$ cat config.mk
export PLATFORM = sky130hd
export DESIGN_NAME = stall_ctrl_flat
export DESIGN_NICKNAME = d
export VERILOG_FILES = /design/src/rtl/stall_ctrl_if.sv /design/src/rtl/stall_ctrl.sv /design/src/flat_wrapper.sv
export SDC_FILE = /design/constraint.sdc
export NUM_CORES = 1
export LEC_CHECK = 0
export ABC_AREA = 1
export BUFFER_PORTS_ARGS = -buffer_cell sky130_fd_sc_hd__buf_2
export CAP_MARGIN = 20
export CORE_ASPECT_RATIO = 1.4
export CORE_MARGIN = 3
export CORE_UTILIZATION = 30
export DETAILED_ROUTE_END_ITERATION = 6
export PLACE_DENSITY = 0.59
export SLEW_MARGIN = 25
export SYNTH_ARGS = -nofsm -noshare
export SYNTH_HDL_FRONTEND = slang
export SYNTH_SLANG_ARGS = --single-unit
$ cat constraint.sdc
create_clock -name CLK -period 1.4 [get_ports CLK]
set_input_delay 0 -clock CLK [delete_from_list [all_inputs] [get_ports CLK]]
set_output_delay 0 -clock CLK [all_outputs]
set_load 0.02 [all_outputs]
$ cat src/rtl/stall_ctrl_if.sv
// ==== stall_ctrl_if: hazard inputs and pipeline enable/flush outputs of stall_ctrl ====
// ==== rev 1.0 ====
`default_nettype none

interface stall_ctrl_if #(
  parameter int CNT_W = 8
);
  logic [1:0]       ID_Rs;
  logic [1:0]       ID_Rt;
  logic             ID_Uses_Rt;
  logic             EX_MemRead;
  logic             EX_RegWrite;
  logic [1:0]       EX_Rd;
  logic             Branch_Taken;
  logic             Mem_Busy;
  logic             Halt;
  logic             PC_En;
  logic             IF_ID_En;
  logic             ID_EX_En;
  logic             EX_MEM_En;
  logic             MEM_WB_En;
  logic             IF_ID_Flush;
  logic             ID_EX_Flush;
  logic [1:0]       State;
  logic [CNT_W-1:0] Stall_Count;

  modport master (
    output ID_Rs, ID_Rt, ID_Uses_Rt, EX_MemRead, EX_RegWrite, EX_Rd,
           Branch_Taken, Mem_Busy, Halt,
    input  PC_En, IF_ID_En, ID_EX_En, EX_MEM_En, MEM_WB_En,
           IF_ID_Flush, ID_EX_Flush, State, Stall_Count
  );

  modport slave (
    input  ID_Rs, ID_Rt, ID_Uses_Rt, EX_MemRead, EX_RegWrite, EX_Rd,
           Branch_Taken, Mem_Busy, Halt,
    output PC_En, IF_ID_En, ID_EX_En, EX_MEM_En, MEM_WB_En,
           IF_ID_Flush, ID_EX_Flush, State, Stall_Count
  );
endinterface

`default_nettype wire

$ cat src/rtl/stall_ctrl.sv
// ==== stall_ctrl: pipeline stall/flush controller (load-use, branch, memory wait, halt) ====
// ==== rev 1.0 ====
`default_nettype none

module stall_ctrl #(
  parameter int FLUSH_CYCLES = 1,
  parameter int CNT_W        = 8
) (
  input  logic         CLK,
  input  logic         RST,
  stall_ctrl_if.slave  bus
);

  typedef enum logic [1:0] {
    RUN      = 2'b00,
    FLUSH    = 2'b01,
    MEM_WAIT = 2'b10,
    HALTED   = 2'b11
  } state_t;

  localparam logic [2:0] FLUSH_RELOAD = 3'(FLUSH_CYCLES - 1);

  state_t           state_q, state_d;
  state_t           saved_q, saved_d;
  state_t           eval_state;
  logic [2:0]       cnt_q, cnt_d;
  logic [CNT_W-1:0] stall_cnt_q, stall_cnt_d;
  logic             lu;
  logic             pc_en, if_id_en, id_ex_en, ex_mem_en, mem_wb_en;
  logic             if_id_flush, id_ex_flush;

  always_comb begin
    lu = bus.EX_MemRead & bus.EX_RegWrite &
         ((bus.EX_Rd == bus.ID_Rs) | (bus.ID_Uses_Rt & (bus.EX_Rd == bus.ID_Rt)));
  end

  always_comb begin
    state_d     = state_q;
    saved_d     = saved_q;
    cnt_d       = cnt_q;
    pc_en       = 1'b1;
    if_id_en    = 1'b1;
    id_ex_en    = 1'b1;
    ex_mem_en   = 1'b1;
    mem_wb_en   = 1'b1;
    if_id_flush = 1'b0;
    id_ex_flush = 1'b0;
    // The release cycle of a memory wait behaves exactly like the state it interrupted.
    eval_state  = (state_q == MEM_WAIT) ? saved_q : state_q;

    if (state_q == HALTED || bus.Mem_Busy) begin
      pc_en     = 1'b0;
      if_id_en  = 1'b0;
      id_ex_en  = 1'b0;
      ex_mem_en = 1'b0;
      mem_wb_en = 1'b0;
      if (state_q != HALTED && state_q != MEM_WAIT) begin
        saved_d = state_q;
        state_d = MEM_WAIT;
      end
    end else begin
      state_d = eval_state;
      if (bus.Halt) begin
        pc_en    = 1'b0;
        if_id_en = 1'b0;
        state_d  = HALTED;
      end else if (bus.Branch_Taken) begin
        if_id_flush = 1'b1;
        id_ex_flush = 1'b1;
        if (FLUSH_CYCLES == 1) begin
          state_d = RUN;
          cnt_d   = 3'd0;
        end else begin
          state_d = FLUSH;
          cnt_d   = FLUSH_RELOAD;
        end
      end else if (eval_state == FLUSH) begin
        // ID holds a wrong-path instruction here, so a load-use match is irrelevant.
        if_id_flush = 1'b1;
        cnt_d       = cnt_q - 3'd1;
        if (cnt_q == 3'd1) begin
          state_d = RUN;
        end
      end else if (lu) begin
        pc_en       = 1'b0;
        if_id_en    = 1'b0;
        id_ex_flush = 1'b1;
      end
    end

    if (RST) begin
      pc_en       = 1'b0;
      if_id_en    = 1'b0;
      id_ex_en    = 1'b0;
      ex_mem_en   = 1'b0;
      mem_wb_en   = 1'b0;
      if_id_flush = 1'b0;
      id_ex_flush = 1'b0;
    end
  end

  always_comb begin
    stall_cnt_d = stall_cnt_q;
    if (!pc_en && state_q != HALTED && !(&stall_cnt_q)) begin
      stall_cnt_d = stall_cnt_q + 1'b1;
    end
  end

  always_ff @(posedge CLK or posedge RST) begin
    if (RST) begin
      state_q     <= RUN;
      saved_q     <= RUN;
      cnt_q       <= 3'd0;
      stall_cnt_q <= '0;
    end else begin
      state_q     <= state_d;
      saved_q     <= saved_d;
      cnt_q       <= cnt_d;
      stall_cnt_q <= stall_cnt_d;
    end
  end

  assign bus.PC_En       = pc_en;
  assign bus.IF_ID_En    = if_id_en;
  assign bus.ID_EX_En    = id_ex_en;
  assign bus.EX_MEM_En   = ex_mem_en;
  assign bus.MEM_WB_En   = mem_wb_en;
  assign bus.IF_ID_Flush = if_id_flush;
  assign bus.ID_EX_Flush = id_ex_flush;
  assign bus.State       = state_q;
  assign bus.Stall_Count = stall_cnt_q;

endmodule

`default_nettype wire

$ cat src/flat_wrapper.sv
// flat-port wrapper written by rule: the top's interface ports become plain ports
module stall_ctrl_flat 
#(
  parameter int FLUSH_CYCLES = 1,
  parameter int CNT_W        = 8
)
  (CLK, RST, bus_ID_Rs, bus_ID_Rt, bus_ID_Uses_Rt, bus_EX_MemRead, bus_EX_RegWrite, bus_EX_Rd, bus_Branch_Taken, bus_Mem_Busy, bus_Halt, bus_PC_En, bus_IF_ID_En, bus_ID_EX_En, bus_EX_MEM_En, bus_MEM_WB_En, bus_IF_ID_Flush, bus_ID_EX_Flush, bus_State, bus_Stall_Count);
  stall_ctrl_if #(.CNT_W(CNT_W)) bus_i ();
  input  logic CLK;
  input  logic RST;
  input wire logic [$bits(bus_i.ID_Rs)-1:0] bus_ID_Rs;
  input wire logic [$bits(bus_i.ID_Rt)-1:0] bus_ID_Rt;
  input wire logic [$bits(bus_i.ID_Uses_Rt)-1:0] bus_ID_Uses_Rt;
  input wire logic [$bits(bus_i.EX_MemRead)-1:0] bus_EX_MemRead;
  input wire logic [$bits(bus_i.EX_RegWrite)-1:0] bus_EX_RegWrite;
  input wire logic [$bits(bus_i.EX_Rd)-1:0] bus_EX_Rd;
  input wire logic [$bits(bus_i.Branch_Taken)-1:0] bus_Branch_Taken;
  input wire logic [$bits(bus_i.Mem_Busy)-1:0] bus_Mem_Busy;
  input wire logic [$bits(bus_i.Halt)-1:0] bus_Halt;
  output wire logic [$bits(bus_i.PC_En)-1:0] bus_PC_En;
  output wire logic [$bits(bus_i.IF_ID_En)-1:0] bus_IF_ID_En;
  output wire logic [$bits(bus_i.ID_EX_En)-1:0] bus_ID_EX_En;
  output wire logic [$bits(bus_i.EX_MEM_En)-1:0] bus_EX_MEM_En;
  output wire logic [$bits(bus_i.MEM_WB_En)-1:0] bus_MEM_WB_En;
  output wire logic [$bits(bus_i.IF_ID_Flush)-1:0] bus_IF_ID_Flush;
  output wire logic [$bits(bus_i.ID_EX_Flush)-1:0] bus_ID_EX_Flush;
  output wire logic [$bits(bus_i.State)-1:0] bus_State;
  output wire logic [$bits(bus_i.Stall_Count)-1:0] bus_Stall_Count;
  assign bus_i.ID_Rs = bus_ID_Rs;
  assign bus_i.ID_Rt = bus_ID_Rt;
  assign bus_i.ID_Uses_Rt = bus_ID_Uses_Rt;
  assign bus_i.EX_MemRead = bus_EX_MemRead;
  assign bus_i.EX_RegWrite = bus_EX_RegWrite;
  assign bus_i.EX_Rd = bus_EX_Rd;
  assign bus_i.Branch_Taken = bus_Branch_Taken;
  assign bus_i.Mem_Busy = bus_Mem_Busy;
  assign bus_i.Halt = bus_Halt;
  assign bus_PC_En = bus_i.PC_En;
  assign bus_IF_ID_En = bus_i.IF_ID_En;
  assign bus_ID_EX_En = bus_i.ID_EX_En;
  assign bus_EX_MEM_En = bus_i.EX_MEM_En;
  assign bus_MEM_WB_En = bus_i.MEM_WB_En;
  assign bus_IF_ID_Flush = bus_i.IF_ID_Flush;
  assign bus_ID_EX_Flush = bus_i.ID_EX_Flush;
  assign bus_State = bus_i.State;
  assign bus_Stall_Count = bus_i.Stall_Count;
  stall_ctrl #(.FLUSH_CYCLES(FLUSH_CYCLES), .CNT_W(CNT_W)) u_core (.CLK(CLK), .RST(RST), .bus(bus_i));
endmodule
==> impl_results.md <==
- Status: complete, but fails checks
- Failing checks: setup timing
- Final non-filler cell total: 207
- Critical path required time: about 1.4 ns
- Total power: between 0.0008 and 0.0009 W
- Number of synthesized flops with an enable pin: 0
- First-pass GRT wire length: roughly 4 mm
- Area of the mapped netlist: around 990 um^2
- Crit-path max FO: 4
- RSZ-0062 raised after global routing: true
- # H-tree levels: 1
- WHS Endpoint: u_core.cnt_q[2]
- Achievable Freq: around 710 MHz
- Core box area: around 0.0032 mm^2
- Adder-cell share of the synthesized area: under 10%
- CP most frequent cell: o21ai_4
- XOR/XNOR Fraction of Synth Area: between 7 and 8%
- Row cnt: 24
- Post-DP HPWL: 1.80 mm
- Critical path arrival: around 1.4 ns
- Overflow after GRT: 0
- Die ar.: slightly above 0.004 mm^2
- Overall Global Routing Usage: about an eighth
- Critical Path Max Stage Delay: 0.46 ns
- Final #Nets: 186
- Clock Skew: 0.00209 ns
- I/O Pins: 31
- Syn Nets: about 140
- Post-Place Cells: 196
- Initial Util: 31.5%
- Clock Tree Buf Depth: 2
- Post-synth ARST share: 100%
- DRC viols: 0
- Fraction of layout cells with a size suffix above 1: between 40% and 50%
- Part of the cycle the worst path needs: 101%
- Final min period: 1.41 ns
- Slew Viols, Final: 0
- Largest net degree at the start of global routing: 16
- Synth warn: 0
- Cell variety after synth: 22
- Area grow syn2layout: 41.9%
- Worst reg2reg setup slack: 0 ns
- Synth area leader: dfrtp_1
- Max-cap violations: 0
- Crit-path cells: o21ai_4 -> nand2_1 -> inv_2 -> o21ai_4 -> nor2_1 -> buf_4
- Final worst slack: -0.00960 ns
- Vias per inst: around 4.6
- Post-synthesis sequential area ratio: between 30% and 40%
- RR Endpoint: u_core.bus.Stall_Count[3]
- Leakage: ~0.76 nW
- Die Span Y: 74.0 um
- Synth Area in Compound Gates: 8.58%
- Worst min path class: in -> reg
- Vias in the first global route: between 900 and 1,000
- FF+latch count, synth: 15
- Crit path capture type: output pin
- Clock slew at reported path FFs: about 0.060 ns
- Normalized max-slew margin: around 60%
- Root Driver: clkbuf_8
- Crit path max-delay cell type: dfrtp_2
- Largest family of logic cells by synthesized area: simple AND/OR/NAND/NOR gates
- Synth Area in Simple Gates: 32.4%
- Ys flop type: dfrtp_1
- Post-synthesis mux area share: 0%
- Dominant cells by area after synthesis: dfrtp_1 (38%), nand2_1 (14%), nand3_1 (6.1%)
- Die width: 54.6 um
- Pin slew with the least headroom to its limit: 0.601 ns
- Syn Area/Cell: 7.87 um^2
- Detailed Route WL: around 2.4 mm
- Skew-Pair Late Insertion Delay: 0.25 ns
- Cell count after synthesis: roughly 130
- Hold Crit Depth: 2
- Placer Congestion: roughly 0.7
- CP Launch Type: register
- Total number of vias: 955
- Number of port buffers: 30
- N_diodes: 0
- Top-count cell post-synth: nand2_1
- Critical path class: reg -> out
- FF-to-FF path depth: 9
- Post-route ant nets: 0
- Initial antenna violation count: 0
- PD cells: 610 mW/mm^2
- DR pass1 iterations: 2
- DR WL/cell: around 12 um
- Final setup viols: 3
- CTS sink count: 15
- HP Start: bus_Branch_Taken
- TritonCTS Buffers: 3
- Max IR drop VDD: about 0.00029 V
- Top post-synthesis cells by count: nand2_1 (36), inv_1 (16), dfrtp_1 (15)
- Area share of the largest cell type after synthesis: ~38%
- DR iter-0 viols: 16
- Final Hold Viols: 0
- Crit Reg-Reg Startpoint: u_core.bus.State[0]
- CTS tree: yes
routing by layer:
metal	track usage (%)	wire length (um)	part of all wire [%]
met4	5.82	34	1.4
met2	22.8	1280	53
met1	15.7	940	39
met5	0	0	0
met3	1.80	156	6.5
state kept, by name, indices dropped and copies added (netlist names):
name / count
u_core.cnt_q: 3
u_core.bus.State: 2
u_core.bus.Stall_Count: 8
u_core.saved_q: 2
where the power goes:
group	switching (W)	internal, W
clock network	0.000155	0.000202
logic	0.0000406	0.0000279
registers	0	0.000433
layout make-up:
| class | count | area [um^2] |
|---|---|---|
| Multi-Input combinational cell | 89 | 599 |
| Clock buffer | 4 | 45.0 |
| Sequential cell | 15 | 379 |
| Inverter | 19 | 73.8 |
| Tap cell | 39 | 48.8 |
| Fill cell | 335 | 1750 |
| Timing Repair Buffer | 41 | 262 |
worst max-delay path by stage:
stage | to | slack, ns | from | cells after the start
after floorplan | bus_ID_EX_Flush | 0.02 | u_core.bus.State[0] | 5
after detailed placement | u_core.bus.Stall_Count[2] | 0.02 | u_core.bus.State[0] | 8
final | bus_IF_ID_Flush | -0.01 | u_core.bus.State[0] | 6
after CTS | bus_IF_ID_Flush | -0.003 | u_core.bus.State[0] | 6
after global routing | bus_ID_EX_Flush | -0.12 | u_core.bus.State[1] | 6
after global placement | u_core.bus.Stall_Count[6] | 0.06 | u_core.bus.State[0] | 8
logic make-up (layout without fill, tap and decap cells):
family	count (synthesis)	after routing
buffers and inverters	22	64
adders and majority gates	3	3
AOI/OAI and AO/OA	12	12
and+or+nand+nor	65	65
DFF	15	15
xor gates and xnor gates	9	9
critical path, delay by kind of cell, from the launching register on:
| family | cells | cell delay, ns |
|---|---|---|
| flops | 1 | 0.46 |
| compound gates | 2 | 0.26 |
| simple gates | 2 | 0.20 |
| buf+inv | 2 | 0.24 |
placed cells by master, fill, tap and decap left out, drive strengths merged:
cell type,count
clkbuf,4
o31ai,1
buf,40
dfrtp,15
xor2,3
nand2,41
a21oi,5
nor2,7
dlygate4sd3,1
nand4,1
inv,19
ha,3
nor3,2
nand3,13
xnor2,6
o21ai,6
nand3b,1
through the flow:
step	setup slack, ns	area, um^2	hold slack [ns]	util, %	setup TNS [ns]
global route	-0.118	1410	0.0235	44.6	-1.05
finish	-0.00960	1410	0.0130	44.6	-0.0136
global placement	0.0645	1200	0.152	38.0	0
floorplan	0.0222	992	-0.0985	-	0
detailed placement	0.0217	1200	0.157	38.0	0
CTS	-0.00306	1340	0.0101	42.6	-0.00330
timing repair:
action	in CTS	in global routing
buffers inserted	6	0
gates cloned	0	0
resized for setup	14	20
hold buffers	1	0
pin swaps	8	1
endpoints found under the hold margin	15	0
setup endpoints to repair	4	13
No activity file was read; power rests on OpenSTA's default activity.
